<file path="src/rtl/mvu_pkg.sv">
// Shared types for the MVU job scheduler: the job descriptor and the dispatch FSM states.
package mvu_pkg;
    localparam int NMVU    = 8;
    localparam int BCNTDWN = 29;
    localparam int BPREC   = 6;
    localparam int BMVU    = $clog2(NMVU);

    typedef struct packed {
        logic [BMVU-1:0]    mvu;
        logic [BCNTDWN-1:0] countdown;
        logic [BPREC-1:0]   wprec;
        logic [BPREC-1:0]   iprec;
        logic [BPREC-1:0]   oprec;
    } mvu_job_t;

    typedef enum logic {IDLE = 1'b0, STRT = 1'b1} sched_state_t;
endpackage

</file>
<file path="src/rtl/mvu_job_fifo.sv">
// In-order descriptor queue; pointers carry one extra wrap bit so full and empty are distinguishable.
module mvu_job_fifo
    import mvu_pkg::*;
#(
    parameter int QDEPTH = 4
) (
    input  logic                     clk,
    input  logic                     rst_n,
    input  logic                     flush,
    input  logic                     push,
    input  logic                     pop,
    input  mvu_job_t                 din,
    output mvu_job_t                 head,
    output logic [$clog2(QDEPTH):0]  count,
    output logic                     full,
    output logic                     empty
);
    localparam int AW = $clog2(QDEPTH);

    mvu_job_t    r_mem [QDEPTH];
    logic [AW:0] r_wptr;
    logic [AW:0] r_rptr;

    always_ff @(posedge clk or negedge rst_n) begin
        if (!rst_n) begin
            r_wptr <= '0;
            r_rptr <= '0;
        end else if (flush) begin
            r_wptr <= '0;
            r_rptr <= '0;
        end else begin
            if (push) r_wptr <= r_wptr + 1'b1;
            if (pop)  r_rptr <= r_rptr + 1'b1;
        end
    end

    // Storage needs no reset: a slot is only read after it has been written.
    always_ff @(posedge clk) begin
        if (push && !flush) r_mem[r_wptr[AW-1:0]] <= din;
    end

    assign head  = r_mem[r_rptr[AW-1:0]];
    assign count = r_wptr - r_rptr;
    assign full  = (count == (AW+1)'(QDEPTH));
    assign empty = (count == '0);
endmodule

</file>
<file path="src/rtl/mvu_job_sched.sv">
// Dispatches queued jobs in order to idle MVUs, loads their config, pulses start,
// and tracks busy until done, raising a one-cycle irq per completion.
module mvu_job_sched #(
    parameter int NMVU    = mvu_pkg::NMVU,
    parameter int BCNTDWN = mvu_pkg::BCNTDWN,
    parameter int BPREC   = mvu_pkg::BPREC,
    parameter int QDEPTH  = 4
) (
    input  logic                      clk,
    input  logic                      rst_n,
    input  logic                      clr,
    input  logic                      job_valid,
    output logic                      job_ready,
    input  logic [$clog2(NMVU)-1:0]   job_mvu,
    input  logic [BCNTDWN-1:0]        job_countdown,
    input  logic [BPREC-1:0]          job_wprec,
    input  logic [BPREC-1:0]          job_iprec,
    input  logic [BPREC-1:0]          job_oprec,
    input  logic [NMVU-1:0]           done,
    output logic [NMVU-1:0]           start,
    output logic [NMVU-1:0]           irq,
    output logic [NMVU-1:0]           busy,
    output logic [NMVU*BCNTDWN-1:0]   countdown,
    output logic [NMVU*BPREC-1:0]     wprecision,
    output logic [NMVU*BPREC-1:0]     iprecision,
    output logic [NMVU*BPREC-1:0]     oprecision,
    output logic [$clog2(QDEPTH):0]   qcount,
    output logic                      err_spurious,
    output logic                      err_badidx
);
    import mvu_pkg::mvu_job_t;
    import mvu_pkg::sched_state_t;

    localparam int BIDX = $clog2(NMVU);
    localparam int KMVU = mvu_pkg::BMVU;
    localparam int KCD  = mvu_pkg::BCNTDWN;
    localparam int KPR  = mvu_pkg::BPREC;

    sched_state_t                   r_state, w_state_nxt;
    mvu_job_t                       w_push_job, w_head;
    logic                           w_full, w_empty, w_push, w_pop, w_dispatch, w_badidx;
    logic [BIDX-1:0]                w_idx, r_strt_mvu;
    logic [NMVU-1:0]                r_busy, w_busy_nxt, r_start, r_irq;
    logic [NMVU-1:0][BCNTDWN-1:0]   r_cd;
    logic [NMVU-1:0][BPREC-1:0]     r_wp, r_ip, r_op;
    logic                           r_err_sp, r_err_bi;

    assign job_ready = !w_full;
    assign w_push    = job_valid && !w_full && !clr;

    always_comb begin
        w_push_job           = '0;
        w_push_job.mvu       = KMVU'(job_mvu);
        w_push_job.countdown = KCD'(job_countdown);
        w_push_job.wprec     = KPR'(job_wprec);
        w_push_job.iprec     = KPR'(job_iprec);
        w_push_job.oprec     = KPR'(job_oprec);
    end

    mvu_job_fifo #(.QDEPTH(QDEPTH)) u_fifo (
        .clk   (clk),
        .rst_n (rst_n),
        .flush (clr),
        .push  (w_push),
        .pop   (w_pop),
        .din   (w_push_job),
        .head  (w_head),
        .count (qcount),
        .full  (w_full),
        .empty (w_empty)
    );

    assign w_idx = BIDX'(w_head.mvu);

    // Dispatch looks at the registered busy bit, so a done in the same cycle delays it by one.
    always_comb begin
        w_state_nxt = r_state;
        w_pop       = 1'b0;
        w_dispatch  = 1'b0;
        w_badidx    = 1'b0;
        if (r_state == mvu_pkg::STRT) begin
            w_state_nxt = mvu_pkg::IDLE;
        end else if (!w_empty) begin
            if (int'(w_idx) >= NMVU) begin
                w_pop    = 1'b1;
                w_badidx = 1'b1;
            end else if (!r_busy[w_idx]) begin
                w_pop       = 1'b1;
                w_dispatch  = 1'b1;
                w_state_nxt = mvu_pkg::STRT;
            end
        end
        if (clr) begin
            w_state_nxt = mvu_pkg::IDLE;
            w_pop       = 1'b0;
            w_dispatch  = 1'b0;
            w_badidx    = 1'b0;
        end
    end

    always_comb begin
        w_busy_nxt = r_busy & ~done;
        if (w_dispatch) w_busy_nxt[w_idx] = 1'b1;
        if (clr && r_state == mvu_pkg::STRT) w_busy_nxt[r_strt_mvu] = 1'b0;
    end

    always_ff @(posedge clk or negedge rst_n) begin
        if (!rst_n) begin
            r_state    <= mvu_pkg::IDLE;
            r_strt_mvu <= '0;
            r_busy     <= '0;
            r_start    <= '0;
            r_irq      <= '0;
            r_cd       <= '0;
            r_wp       <= '0;
            r_ip       <= '0;
            r_op       <= '0;
            r_err_sp   <= 1'b0;
            r_err_bi   <= 1'b0;
        end else begin
            r_state <= w_state_nxt;
            r_busy  <= w_busy_nxt;
            r_irq   <= done & r_busy;
            r_start <= '0;
            if (r_state == mvu_pkg::STRT && !clr) r_start[r_strt_mvu] <= 1'b1;
            if (|(done & ~r_busy)) r_err_sp <= 1'b1;
            if (w_badidx) r_err_bi <= 1'b1;
            if (w_dispatch) begin
                r_strt_mvu  <= w_idx;
                r_cd[w_idx] <= BCNTDWN'(w_head.countdown);
                r_wp[w_idx] <= BPREC'(w_head.wprec);
                r_ip[w_idx] <= BPREC'(w_head.iprec);
                r_op[w_idx] <= BPREC'(w_head.oprec);
            end
        end
    end

    assign start        = r_start;
    assign irq          = r_irq;
    assign busy         = r_busy;
    assign countdown    = r_cd;
    assign wprecision   = r_wp;
    assign iprecision   = r_ip;
    assign oprecision   = r_op;
    assign err_spurious = r_err_sp;
    assign err_badidx   = r_err_bi;
endmodule

</file>
<file path="config.mk">
export PLATFORM = sky130hd
export DESIGN_NAME = mvu_job_sched
export DESIGN_NICKNAME = d
export VERILOG_FILES = /design/src/rtl/mvu_pkg.sv /design/src/rtl/mvu_job_fifo.sv /design/src/rtl/mvu_job_sched.sv
export SDC_FILE = /design/constraint.sdc
export NUM_CORES = 1
export LEC_CHECK = 0
export CAP_MARGIN = 20
export CORE_ASPECT_RATIO = 0.7
export CORE_MARGIN = 1.5
export CORE_UTILIZATION = 50
export DETAILED_ROUTE_END_ITERATION = 16
export GPL_ROUTABILITY_DRIVEN = 1
export GPL_TIMING_DRIVEN = 1
export PLACE_DENSITY = 0.88
export SLEW_MARGIN = 20
export SYNTH_ARGS = -nofsm -noshare
export SYNTH_HDL_FRONTEND = slang
export SYNTH_SLANG_ARGS = --single-unit
</file>
<file path="constraint.sdc">
create_clock -name clk -period 3.7 [get_ports clk]
set_input_delay 0.37 -clock clk [delete_from_list [all_inputs] [get_ports clk]]
set_output_delay 0.37 -clock clk [all_outputs]
set_load 0.02 [all_outputs]
</file>
# Word-level counts from Yosys, hierarchy flattened

Memories as Yosys holds them, arrays and structs flattened.
Index checks and enable logic that the tools add are counted.

Add/sub/neg operators: 3
Bitwise logic cells: 8
$lt $le $gt $ge: 4
Reductions and logical operators: 13
Multiplexer cells: 27
Equal/unequal tests: 1

Operators with widths:

| kind                | number |
|---|---|
| $bwmux 232          | 1 |
| $bwmux 48           | 3 |
| $demux 29 s3        | 1 |
| $and 8x8->8         | 4 |
| $mux 29             | 1 |
| $mux 8              | 3 |
| $not 8->8           | 3 |
| $demux 6 s3         | 1 |
| $mux 3              | 4 |
| $mux 1              | 9 |
| $lt 3x4->1 const B  | 2 |
| $or 8x8->8          | 1 |
| $reduce_or 8->1     | 1 |
| $logic_and 1x1->1   | 7 |
| $add 3x1->3 const B | 2 |
| $demux 1 s3         | 2 |
| $ge 3x1->1 const B  | 2 |
| $mux 6              | 1 |
| $reduce_bool 2->1   | 2 |
| $bmux 1 s3          | 1 |
| $eq 3x3->1 const B  | 1 |
| $logic_not 3->1     | 1 |
| $sub 3x3->3         | 1 |
| $logic_not 1->1     | 2 |

Word-level logic and storage cells: 97
Memories: 1
Flip-flop bits (word level): 411
Bits in writable memories: 200

Memory list:

| memory       | words | bits a word | rd ports | clocked after Yosys merged registers in | wr ports | RTL line           | RTL |
|---|---|---|---|---|---|---|---|
| u_fifo.r_mem | 4     | 50          | 1        | 0                                       | 1        | mvu_job_fifo.sv:20 | `mvu_job_t r_mem [QDEPTH];` |

# Depth between registers and ports, before layout

An unclocked memory read counts as a cell.

Depth after elaboration: 10
Gate-level depth with buffers: 10
Gate-level depth less buffers: 8

# Hierarchy

Synthesis repeated with hierarchy kept, for this count alone.

Cells, all modules: 1,207
Area, all modules: 23,028.3 um2

Modules (own cells, without submodules):

| module        | area an instance (um2) | times used | seq. area each (um2) | cells an instance |
|---|---|---|---|---|
| mvu_job_sched | 15,325.9               | 1          | 10,134.7             | 905 |
| mvu_job_fifo  | 7,702.4                | 1          | 6,155.9              | 302 |

# Least setup slack after synthesis

Ideal clock, no wire load.

Kind: register to register
Start: register u_fifo.r_wptr[0]
End: memory u_fifo.r_mem[0][0] (netlist name), enable pin
Clock period less this slack: 3.554 ns
Buffers on the path: 0
Cell stages (with the launch flop): 9
Data arrival time: 3.141 ns
Setup slack: 0.146 ns
Data required time: 3.287 ns
Path through: dfrtp_1 -> inv_1 -> ha_1 -> fa_1 -> xor3_1 -> nand3_1 -> nand2_1 -> nor2_1 -> and2_1

Word-level cells in the longest chain between the ends: 8

RTL lines:

| item                            | RTL line            | RTL |
|---|---|---|
| start, declared                 | mvu_job_fifo.sv:21  | `logic [AW:0] r_wptr;` |
| start signal, assigned          | mvu_job_fifo.sv:32  | `if (push) r_wptr <= r_wptr + 1'b1;` |
| $sub 3x3->3                     | mvu_job_fifo.sv:43  | `assign count = r_wptr - r_rptr;` |
| net qcount[2]                   | mvu_job_sched.sv:27 | `output logic [$clog2(QDEPTH):0] qcount,` |
| $eq 3x3->1                      | mvu_job_fifo.sv:44  | `assign full = (count == (AW+1)'(QDEPTH));` |
| $logic_not 1->1                 | -                   |  |
| net job_ready                   | mvu_job_sched.sv:13 | `output logic job_ready,` |
| $logic_and 1x1->1 (2 in series) | mvu_job_sched.sv:49 | `assign w_push = job_valid && !w_full && !clr;` |
| $logic_and 1x1->1               | mvu_job_fifo.sv:39  | `if (push && !flush) r_mem[r_wptr[AW-1:0]] <= din;` |
| $mux 1                          | mvu_job_fifo.sv:39  |  |
| $mux 1 (implied by the code)    | mvu_job_fifo.sv:39  |  |
| end, declared                   | mvu_job_fifo.sv:20  |  |

The timed path passes the listed nets, and every way through them passes these cells.

# Final worst setup path

Start: register u_fifo.r_wptr[0]
End: register r_cd, in the netlist countdown[72]

Word-level cells in the longest chain between the ends: 5

RTL lines:

| item                          | RTL line             | RTL |
|---|---|---|
| $sub 3x3->3                   | mvu_job_fifo.sv:43   |  |
| $logic_not 3->1               | mvu_job_fifo.sv:45   | `assign empty = (count == '0);` |
| $mux 1                        | mvu_job_sched.sv:83  | `end else if (!w_empty) begin` |
| $mux 1                        | mvu_job_sched.sv:81  | `if (r_state == mvu_pkg::STRT) begin` |
| $mux 1                        | mvu_job_sched.sv:93  | `if (clr) begin` |
| end signal, assigned by index | mvu_job_sched.sv:130 | `r_cd[w_idx] <= BCNTDWN'(w_head.countdown);` |
| end, declared                 | mvu_job_sched.sv:44  | `logic [NMVU-1:0][BCNTDWN-1:0] r_cd;` |

Every way passes these cells.
A chain may end at the register's enable or synchronous reset.

==> summary by stage <==
Run status
The run finished with clean final reports.

Route
The count of routing violations after the opening detailed-route iteration is 883. The average vias per placed instance is 5.55. In the routed design, unresolved DRC markers number 0. The post-route antenna net violation count is 0. Detailed routing inserted a total of 13.2k vias. The detailed-router iteration count before antenna repair is 5. The final routed wirelength across all metal layers is roughly 60000 um.

The routed wirelength normalized by instance count is 25.4 um.

Logic synthesis
The synthesized netlist occupies a cell area of 0.0229 sq mm. The fraction of registers with async set or reset after synthesis is 0.673. The register area share after synthesis is 0.711. Of all cell types, the one taking the most synthesized area is sky130_fd_sc_hd__dfrtp_1. Among all flip-flop cells after synthesis, the most frequent one is sky130_fd_sc_hd__dfrtp_1. When the netlist entered floorplanning its net count stood at roughly 1.3k.

The number of synthesized register bits is a little over 600. By area the synthesized netlist is led by sky130_fd_sc_hd__dfrtp_1 45%, sky130_fd_sc_hd__edfxtp_1 26%, sky130_fd_sc_hd__mux2_2 15%. In this run, synthesis inferred 200 flip-flops with an integrated enable.

The mean post-synth cell area is between 15 and 20 sq um. The proportion of netlist area held by the largest area contributor is 0.449. The count of synthesis-stage warnings from yosys is 0.

The netlist uses 49 different library cells. The number of instances in the synthesized netlist is between 1k and 1.5k.

Clocking
The clock passes through at most 3 buffers. Buffers added to address setup during post-CTS repair amount to 0. The CTS tree is yes. In this run, CTS created clock tree buffers numbering 55. CTS built an H-tree with a depth of 2. Clock tree synthesis selected as its root buffer the cell sky130_fd_sc_hd__clkbuf_16.

The clock edge transition at the registers on the reported setup and hold paths is 0.07 ns. The clock net in this run drives a total of 611 sinks. The insertion delay of the later-clocked pin in the worst-skew pair is 0.59 ns.

Timing
The total negative slack is 0 ns. Setup repair after global routing left no endpoint under its margin. Timing would allow up to 0.292 GHz. Measured against its own limit, the worst slew margin works out to 0.336. On the final layout, the worst clock skew is 0.0250 ns. The count of final hold-check violations came to 0. The slack of the critical path is between 0.2 and 0.3 ns.

Setup violations remaining at the end of the flow were counted as 0. For the pin with the worst max-slew slack, the measured transition is 0.995 ns. The final max-slew violation count is 0. Counting I/O delays and the setup requirement, the final critical path takes 3.42 ns. The post-route fraction of the period consumed by the critical path is 0.925.

Placement
At the end of routability-driven placement, the weighted congestion stood at 0.824. After detailed placement, the total cell area comes to 0.0284 sq mm. The post-placement cell count is 2265. The number of port buffers is 466. The detailed placement HPWL is 39100 um. OpenSTA, run right after detailed placement, puts the worst setup slack at 0.388 ns.

Global routing
The total overflow left after global routing is 0. Entering global routing, the biggest net connects 103 pins. The initial antenna violation count is 7. The number of global-route vias before repair is approximately 14k. The first global-routing pass estimated 90700 um of wire. In the global route stage, overall resource usage came out at 0.258.

Worst setup path
The signal on the critical path passes through inv_1, ha_1, fa_1, xor3_1, o21ai_1, or2_1, or4_2, buf_4, mux2_1. By startpoint and endpoint, the worst setup path is classified as reg2reg. The slowest stage of the critical path is the sky130_fd_sc_hd__or4_2 cell. The required time of the critical path is 4.14 ns. The largest stage delay on the critical path is around 0.58 ns.

The worst setup path is launched from a register. For the worst setup path, the data arrival time is 3.86 ns. Along the worst path, the maximum fanout reaches 37. The worst setup path is captured at a register.

Power and ir drop
The largest vdd supply drop is between 0.6 and 0.7 mV. For this design the ratio of total power to cell area is 935 mW/mm^2. In this run the static leakage power is 0.0122 uW.

Layout
The proportion of layout cells with a drive suffix above 1 is 0.286. Leaving out fill and tap cells, the most frequent cells in the layout are 465 x sky130_fd_sc_hd__clkdlybuf4s50_1, 409 x sky130_fd_sc_hd__dfrtp_1, 308 x sky130_fd_sc_hd__mux2_2. For this run, the post-layout net count is 1789. The area growth from synthesis to layout is 31.9%. After routing the design area is 0.0302 sq mm.

The most common library cell in the layout ignoring fill and taps is sky130_fd_sc_hd__clkdlybuf4s50_1. The final non-filler cell total is 2371.

Flow run
The max-cap check violation count is 0.

Die
The number of top-level pins is 468. The core area is 0.0451 sq mm. For this configuration, the core starts out at a cell density of 0.507.

The total die area is 0.0471 sq mm. The die height is ~180 um. The number of placement rows is 65. The die span in x is 259 um.

Min path
The worst hold path belongs to the class in2reg.
-- final cells by class --
cell class / instances / area [sq um]
tap: 603 / 754
fill: 2891 / 14900
timing repair buffer: 498 / 5070
antenna: 4 / 10.0
clock inverter: 16 / 104
inverter: 14 / 52.6
sequential: 611 / 16300
multi-input combinational: 540 / 6250
clock buffer: 85 / 1660
-- power breakdown --
group | switching, uW | total [uW] | internal (uW)
Clock | 2440 | 5580 | 3150
Sequential | 1350 | 10700 | 9320
Combinational | 6080 | 12000 | 5910
-- cells in the mapped netlist (all sizes together) (2+ instances only) --
cell / number
mux2i: 5
nand2: 11
and2: 12
or3b: 2
or2: 2
nor2b: 3
o22ai: 3
clkbuf: 20
or4: 3
mux4: 50
inv: 13
a21oi: 5
dfrtp: 411
a22oi: 4
edfxtp: 200
nor3: 4
mux2: 380
or3: 2
nor2: 16
buf: 38
ha: 6
nor4: 3
nand2b: 9
nand3: 3
-- worst max-delay path: cells and delay by family, from the launching register on --
| kind | cells | cell delay, ns |
|---|---|---|
| multiplexers | 1 | 0.42 |
| AND/OR/NAND/NOR | 2 | 0.86 |
| XOR/XNOR | 1 | 0.32 |
| flip-flops | 1 | 0.40 |
| buffers and inverters | 2 | 0.46 |
| adder cells (fa/ha/maj) | 2 | 0.60 |
| AO/OA/AOI/OAI | 1 | 0.16 |
-- logic make-up after synthesis --
logic type	share of synthesized area
AOI/OAI and AO/OA	0.00667
xor gates and xnor gates	0.00180
adders and majority gates	0.00415
buffers and inverters	0.0172
DFF	0.711
muxes	0.241
other	0.000164
and+or+nand+nor	0.0172
-- what timing repair did --
item | CTS | global route
endpoints found under the hold margin | 94 | 0
resized for setup | 0 | 0
hold buffers | 1 | 0
-- stage by stage --
| step | total power (uW) | util | hold slack (ns) |
|---|---|---|---|
| global placement | 22200 | 0.630 | 0.473 |
| finish | 28200 | 0.669 | 0.413 |
| detailed placement | 22700 | 0.630 | 0.480 |
| global route | 29400 | 0.669 | 0.390 |
| floorplan | 16600 | - | 0.0744 |
| CTS | 28400 | 0.669 | 0.381 |
-- sequential cells by signal (all words and copies together), names as in the netlist, 8 cells and up --
register / count
countdown: 232
iprecision: 48
busy: 8
irq: 8
wprecision: 48
oprecision: 48
start: 8
u_fifo.r_mem: 200
-- per-layer routing --
metal	global-route usage	vias up	part of all wire
met3	0.0568	122	0.065
met4	0.0767	4	0.030
met1	0.348	6976	0.42
met2	0.424	510	0.49
li1	-	5551	-
met5	0	-	0.00041
-- path summary, 6_finish.rpt --
check,depth (start not counted),slack [ns],startpoint,endpoint
hold / removal,3,0.41,job_valid,u_fifo.r_wptr[1]
setup reg to reg,9,0.28,u_fifo.r_wptr[0],countdown[72]
hold reg to reg,1,0.49,countdown[229],countdown[229]
min in group asynchronous,2,0.46,rst_n,countdown[198]
max in group asynchronous,3,2.22,rst_n,countdown[192]
setup / recovery,9,0.28,u_fifo.r_wptr[0],countdown[72]
Power figures use the tool's default switching activity.
==> RTL change 1: new RTL, same settings <==
`QDEPTH` is set to 4 in 2 places; all go to 2.
--- a/src/rtl/mvu_job_fifo.sv
+++ b/src/rtl/mvu_job_fifo.sv
@@ -3,5 +3,5 @@
     import mvu_pkg::*;
 #(
-    parameter int QDEPTH = 4
+    parameter int QDEPTH = 2
 ) (
     input  logic                     clk,
--- a/src/rtl/mvu_job_sched.sv
+++ b/src/rtl/mvu_job_sched.sv
@@ -5,5 +5,5 @@
     parameter int BCNTDWN = mvu_pkg::BCNTDWN,
     parameter int BPREC   = mvu_pkg::BPREC,
-    parameter int QDEPTH  = 4
+    parameter int QDEPTH  = 2
 ) (
     input  logic                      clk,
Ports: changed (resized qcount); port bits go from 468 to 467. No check against the original RTL was run, so the function may have changed too.
==> RTL change 1 against the original RTL <==
Cell area is 13% lower. Core utilization is 1.8 points higher. Routed wire length is 13% lower. Total power is 10% lower. Sequential cell count is 102 lower. Worst setup slack better by 0.34 ns. Count of clock-buffer cells in the layout is 13 lower. Highest routed layer unchanged. Critical endpoint is now countdown[173]. Critical path depth is 3 lower. Synthesized area is 15% lower.
==> RTL change 1: results (changes against the original RTL) <==
Final layout
  • NumNets Final: 1654 (-7.5%)
  • Non-Filler Instances: 2157 (-9.0%)
  • Share of cells above drive strength 1: 0.308 (+0.0226)
  • Signal buf overhead: 0.189 (+0.0210)
  • Fraction of area in multi-input gates: 0.223 (+0.0164)
  • Sequential cell area share: 0.503 (-0.0370)
  • Non-clk invs: 13 (-1)
  • Ant diodes: 2 (-2)
  • Multi-In Gates: 527 (-2.4%)
  • Fillers: 2424 (-16%)
  • Non-Clock Buffer Count: 494 (-0.80%)
  • Layout clock area frac: 0.0579 (-0.000433)
  • CLK BUF: 72 (-15%)

Hold path
  • Hold Crit Depth: 1 (-2)
  • Hold_sp: job_countdown[21]
  • Hold-critical path endpoint: u_fifo.r_mem[0][39]

Clocking
  • Clock latency on the worst-skew pair: 0.55 ns (-0.04 ns)
  • CTS buffer count: 46 (-16%)
  • CTS sink cnt: 509 (-17%)

Global routing
  • First-pass GRT wire length: 79.7 mm (-12%)
  • Vias in the first global route: 12.4k (-12%)
  • Largest net degree at the start of global routing: 95 (-7.8%)
  • Initial antenna violation count: 4 (-3)
  • GR Util All Layers: 0.264 (+0.00545)

Setup path
  • Worst reg2reg path depth: 6 (-3)
  • CP delay by family, top: multiplexers
  • Worst path slowest cell: dfrtp_4
  • R2R Setup Slk: 0.62 ns (+0.34 ns)
  • Crit path arrival time: 3.50 ns (-0.36 ns)
  • Worst R2R End: countdown[173]
  • Crit path max fanout: 30 (-19%)
  • Critical Path Source: u_fifo.r_rptr[0]
  • Max incr delay on CP: 0.67 ns (+0.09 ns)

Synthesis
  • Register area share after synthesis: 0.680 (-0.0311)
  • Mapped Cells: 1098 (-10%)
  • Async S/R FF share, synth: 0.804 (+0.131)
  • EDFF count, synth: 100 (-50%)
  • Top post-synthesis cells by count: dfrtp_1, mux2_2, edfxtp_1
  • Syn_nets: 1161 (-10%)
  • Yosys cell types: 48 (-2.0%)
  • Largest cells by area after synthesis: dfrtp_1, mux2_2, edfxtp_1

Placement
  • Gpl congestion: 0.872 (+5.8%)
  • Hpwl dp: 35.0 mm (-10%)
  • Port bufs: 465 (-0.21%)
  • Placed Cells: 2069 (-8.7%)

Routing
  • Vias per std cell: 5.38 (-3.1%)
  • WL/cell: 24.3 um (-4.3%)
  • First DRT Iteration DRCs: 638 (-28%)

STA
  • Worst Skew: 0.0189 ns (-0.00616 ns)
  • Worst Max-Slew Pin Slew: 0.785 ns (-0.210 ns)

Power
  • Clock share of power: 0.190 (-0.008)
  • Reg power frac: 0.370 (-0.008)
  • LEAKAGE: 11.1 nW (-8.9%)
  • P_sw: 8.89 mW (-9.8%)
  • VDD IR max: 0.698 mV (+15%)

Outcome
  • Outcome: finished clean
-- RTL change 1: timing repair --
item | 4_1_cts | 5_1_grt
endpoints found under the hold margin | 88 | 0
hold buffers | 1 | 0
resized for setup | 0 | 0
-- RTL change 1: per-layer routing --
| metal | track usage | vias to the layer above | share of wire |
|---|---|---|---|
| li1 | - | 4965 | - |
| met1 | 0.347 | 6121 | 0.42 |
| met2 | 0.434 | 427 | 0.49 |
| met3 | 0.0725 | 87 | 0.074 |
| met4 | 0.0691 | 4 | 0.021 |
| met5 | 0 | - | 0.00044 |
-- RTL change 1: cells by family (layout without fill, tap and decap cells) --
kind of cell | after synthesis | after routing | synth area share
flip-flops | 509 | 509 | 0.680
multiplexers | 432 | 432 | 0.266
AND/OR/NAND/NOR | 63 | 63 | 0.0212
buffers and inverters | 62 | 592 | 0.0186
AO/OA/AOI/OAI | 26 | 26 | 0.0116
XOR/XNOR | 4 | 4 | 0.00180
adder cells (fa/ha/maj) | 1 | 1 | 0.000643
other | 1 | 3 | 0.000193
-- RTL change 1: worst register-to-register path: cells and delay by family, from the launching register on --
kind / cells / cell delay, ns
and+or+nand+nor: 1 / 0.33
DFF: 1 / 0.67
AOI/OAI and AO/OA: 1 / 0.17
muxes: 3 / 1.28
buffers and inverters: 1 / 0.51
-- RTL change 1: metrics by stage --
step | total power [mW] | TNS (ns) | hold slack, ns | instance area, sq um | setup WS [ns]
finish | 25.4 | 0 | 0.401 | 26300 | 0.623
global route | 26.4 | 0 | 0.380 | 26300 | 0.486
CTS | 25.5 | 0 | 0.372 | 26300 | 0.647
detailed placement | 20.6 | 0 | 0.468 | 24800 | 0.690
global placement | 20.2 | 0 | 0.457 | 24800 | 0.761
floorplan | 14.8 | -136.99 | 0.0744 | 19500 | -1.37
==> RTL change 2: new RTL, config.mk and constraints unchanged <==
Made on the original files. Reset style: synchronous (`rst_n`), changed in 2 clocked blocks.
--- a/src/rtl/mvu_job_fifo.sv
+++ b/src/rtl/mvu_job_fifo.sv
@@ -22,5 +22,5 @@
     logic [AW:0] r_rptr;
 
-    always_ff @(posedge clk or negedge rst_n) begin
+    always_ff @(posedge clk) begin
         if (!rst_n) begin
             r_wptr <= '0;
--- a/src/rtl/mvu_job_sched.sv
+++ b/src/rtl/mvu_job_sched.sv
@@ -105,5 +105,5 @@
     end
 
-    always_ff @(posedge clk or negedge rst_n) begin
+    always_ff @(posedge clk) begin
         if (!rst_n) begin
             r_state    <= mvu_pkg::IDLE;
Function: differs if rst_n is asserted again (counterexample within 4 cycles, from zero or initial values and one cycle with rst_n low); with rst_n held inactive, the same outputs for 4 cycles.
==> RTL change 2 against the original RTL <==
Sequential cell count up 2. Synthesized area down 3.8%. Via count up 41%. Critical path depth up 1. Cell area down 3.5%. Worst setup slack better by 0.085 ns. First-iteration DRC count rose to 2.6 times the old value. Routed wire length up 24%.
Power is not compared: it rests on default switching activity, and its combinational part moved more than twofold at a synthesized area within 25%.
==> RTL change 2: results (changes against the original RTL) <==
Outcome
  • Outcome: finished clean

Global routing
  • Largest net degree at the start of global routing: 122 (+18%)
  • GR Util All Layers: 0.317 (+0.0587)
  • Vias in the first global route: 18.0k (+28%)

Synthesis
  • Yosys cell types: 53 (+8.2%)
  • Post-Synth Adder-Cell Area: 0.00432 (+0.000162)
  • Register area share after synthesis: 0.648 (-0.0637)
  • Post-synthesis xor/xnor area fraction: 0.00182 (+0.0000137)
  • Multiplexer share of the synthesized area: 0.0525 (-0.189)
  • Async S/R FF share, synth: 0 (-0.673)
  • Top post-synthesis cells by count: nand2_1, dfxtp_1, a21oi_1
  • Post-synthesis compound-gate area fraction: 0.125 (+0.119)
  • Prevailing post-synth register cell: dfxtp_1
  • EDFF count, synth: 200 (unchanged)
  • Largest cells by area after synthesis: dfxtp_1, edfxtp_1, nand2_1

STA
  • Worst Skew: 0.0175 ns (-0.00755 ns)
  • Worst Max-Slew Pin Slew: 0.944 ns (-0.0509 ns)
  • Hold_ws: 0.321 ns (-0.0922 ns)
  • PnR worst setup slack: 0.363 ns (+0.0846 ns)

Setup path
  • R2R Path Start: u_fifo.r_wptr[0]
  • Worst reg2reg path depth: 10 (+1)
  • Crit path max fanout: 28 (-24%)
  • R2R Setup Slk: 0.36 ns (+0.08 ns)
  • Crit path arrival time: 3.83 ns (-0.03 ns)
  • Worst R2R End: countdown[106]

Routing
  • Total number of vias: 18.6k (+41%)
  • WL/cell: 23.7 um (-6.8%)
  • First DRT Iteration DRCs: 2294 (+160%)
  • Pre-antenna DRT Iters: 7 (+2)

Clocking
  • Clock latency on the worst-skew pair: 0.59 ns (about the same)
  • Bufs on Longest Clock Path: 3 (unchanged)

Placement
  • Gpl congestion: 0.863 (+4.7%)
  • Worst slack, placed: 0.505 ns (+0.117 ns)
  • Hpwl dp: 48.1 mm (+23%)

Hold path
  • Hold Path Class: in -> reg
  • Hold-critical path endpoint: countdown[199]

Final layout
  • Share of cells above drive strength 1: 0.0808 (-0.205)
  • NumNets Final: 2571 (+44%)
  • Fillers: 3097 (+7.1%)

Power
  • VDD IR max: 0.387 mV
  • P_sw: 3.12 mW
[RTL change 2: through the flow]
stage / cell area [sq um] / total power, mW / instances
after global routing: 29200 / 14.2 / 3143
final: 29200 / 13.9 / 3147
after CTS: 29100 / 13.9 / 3142
after floorplan: 22000 / 7.62 / 2098
after detailed placement: 27200 / 8.02 / 3039
after global placement: 27200 / 7.99 / 3039
[RTL change 2: area by class of cell]
class | instances | share of cell area
Clock inverter | 25 | 0.00995
Antenna cell | 5 | 0.000429
Sequential cell | 613 | 0.490
Timing Repair Buffer | 506 | 0.173
Tap cell | 594 | 0.0255
Inverter | 15 | 0.00219
Clock buffer | 78 | 0.0556
Multi-Input combinational cell | 1311 | 0.243
[RTL change 2: layer usage]
metal  vias up  GRT usage  part of all wire
li1       8093          -                 -
met1      9019      0.404              0.38
met2      1237      0.496              0.45
met3       252     0.0903              0.11
met4         6      0.161             0.051
met5         -          0           0.00050
[RTL change 2: worst max path at each step]
stage	from	to	cells past startpoint
2_1_floorplan	u_fifo.r_wptr[0]	u_fifo.r_mem[3][0]	7
3_3_place_gp	u_fifo.r_wptr[0]	countdown[97]	10
3_5_place_dp	u_fifo.r_wptr[0]	countdown[110]	10
4_1_cts	u_fifo.r_wptr[0]	job_ready	7
5_1_grt	u_fifo.r_wptr[0]	countdown[106]	10
6_report	u_fifo.r_wptr[0]	countdown[106]	10
[RTL change 2: worst max-delay path, cell delays in order, from the launching register on]
cell,delay [ns]
dfxtp_1,0.37
inv_1,0.12
ha_1,0.22
fa_1,0.44
xnor3_1,0.27
inv_1,0.11
o211ai_1,0.37
or3_2,0.54
buf_4,0.47
nand2_1,0.14
a21oi_1,0.19
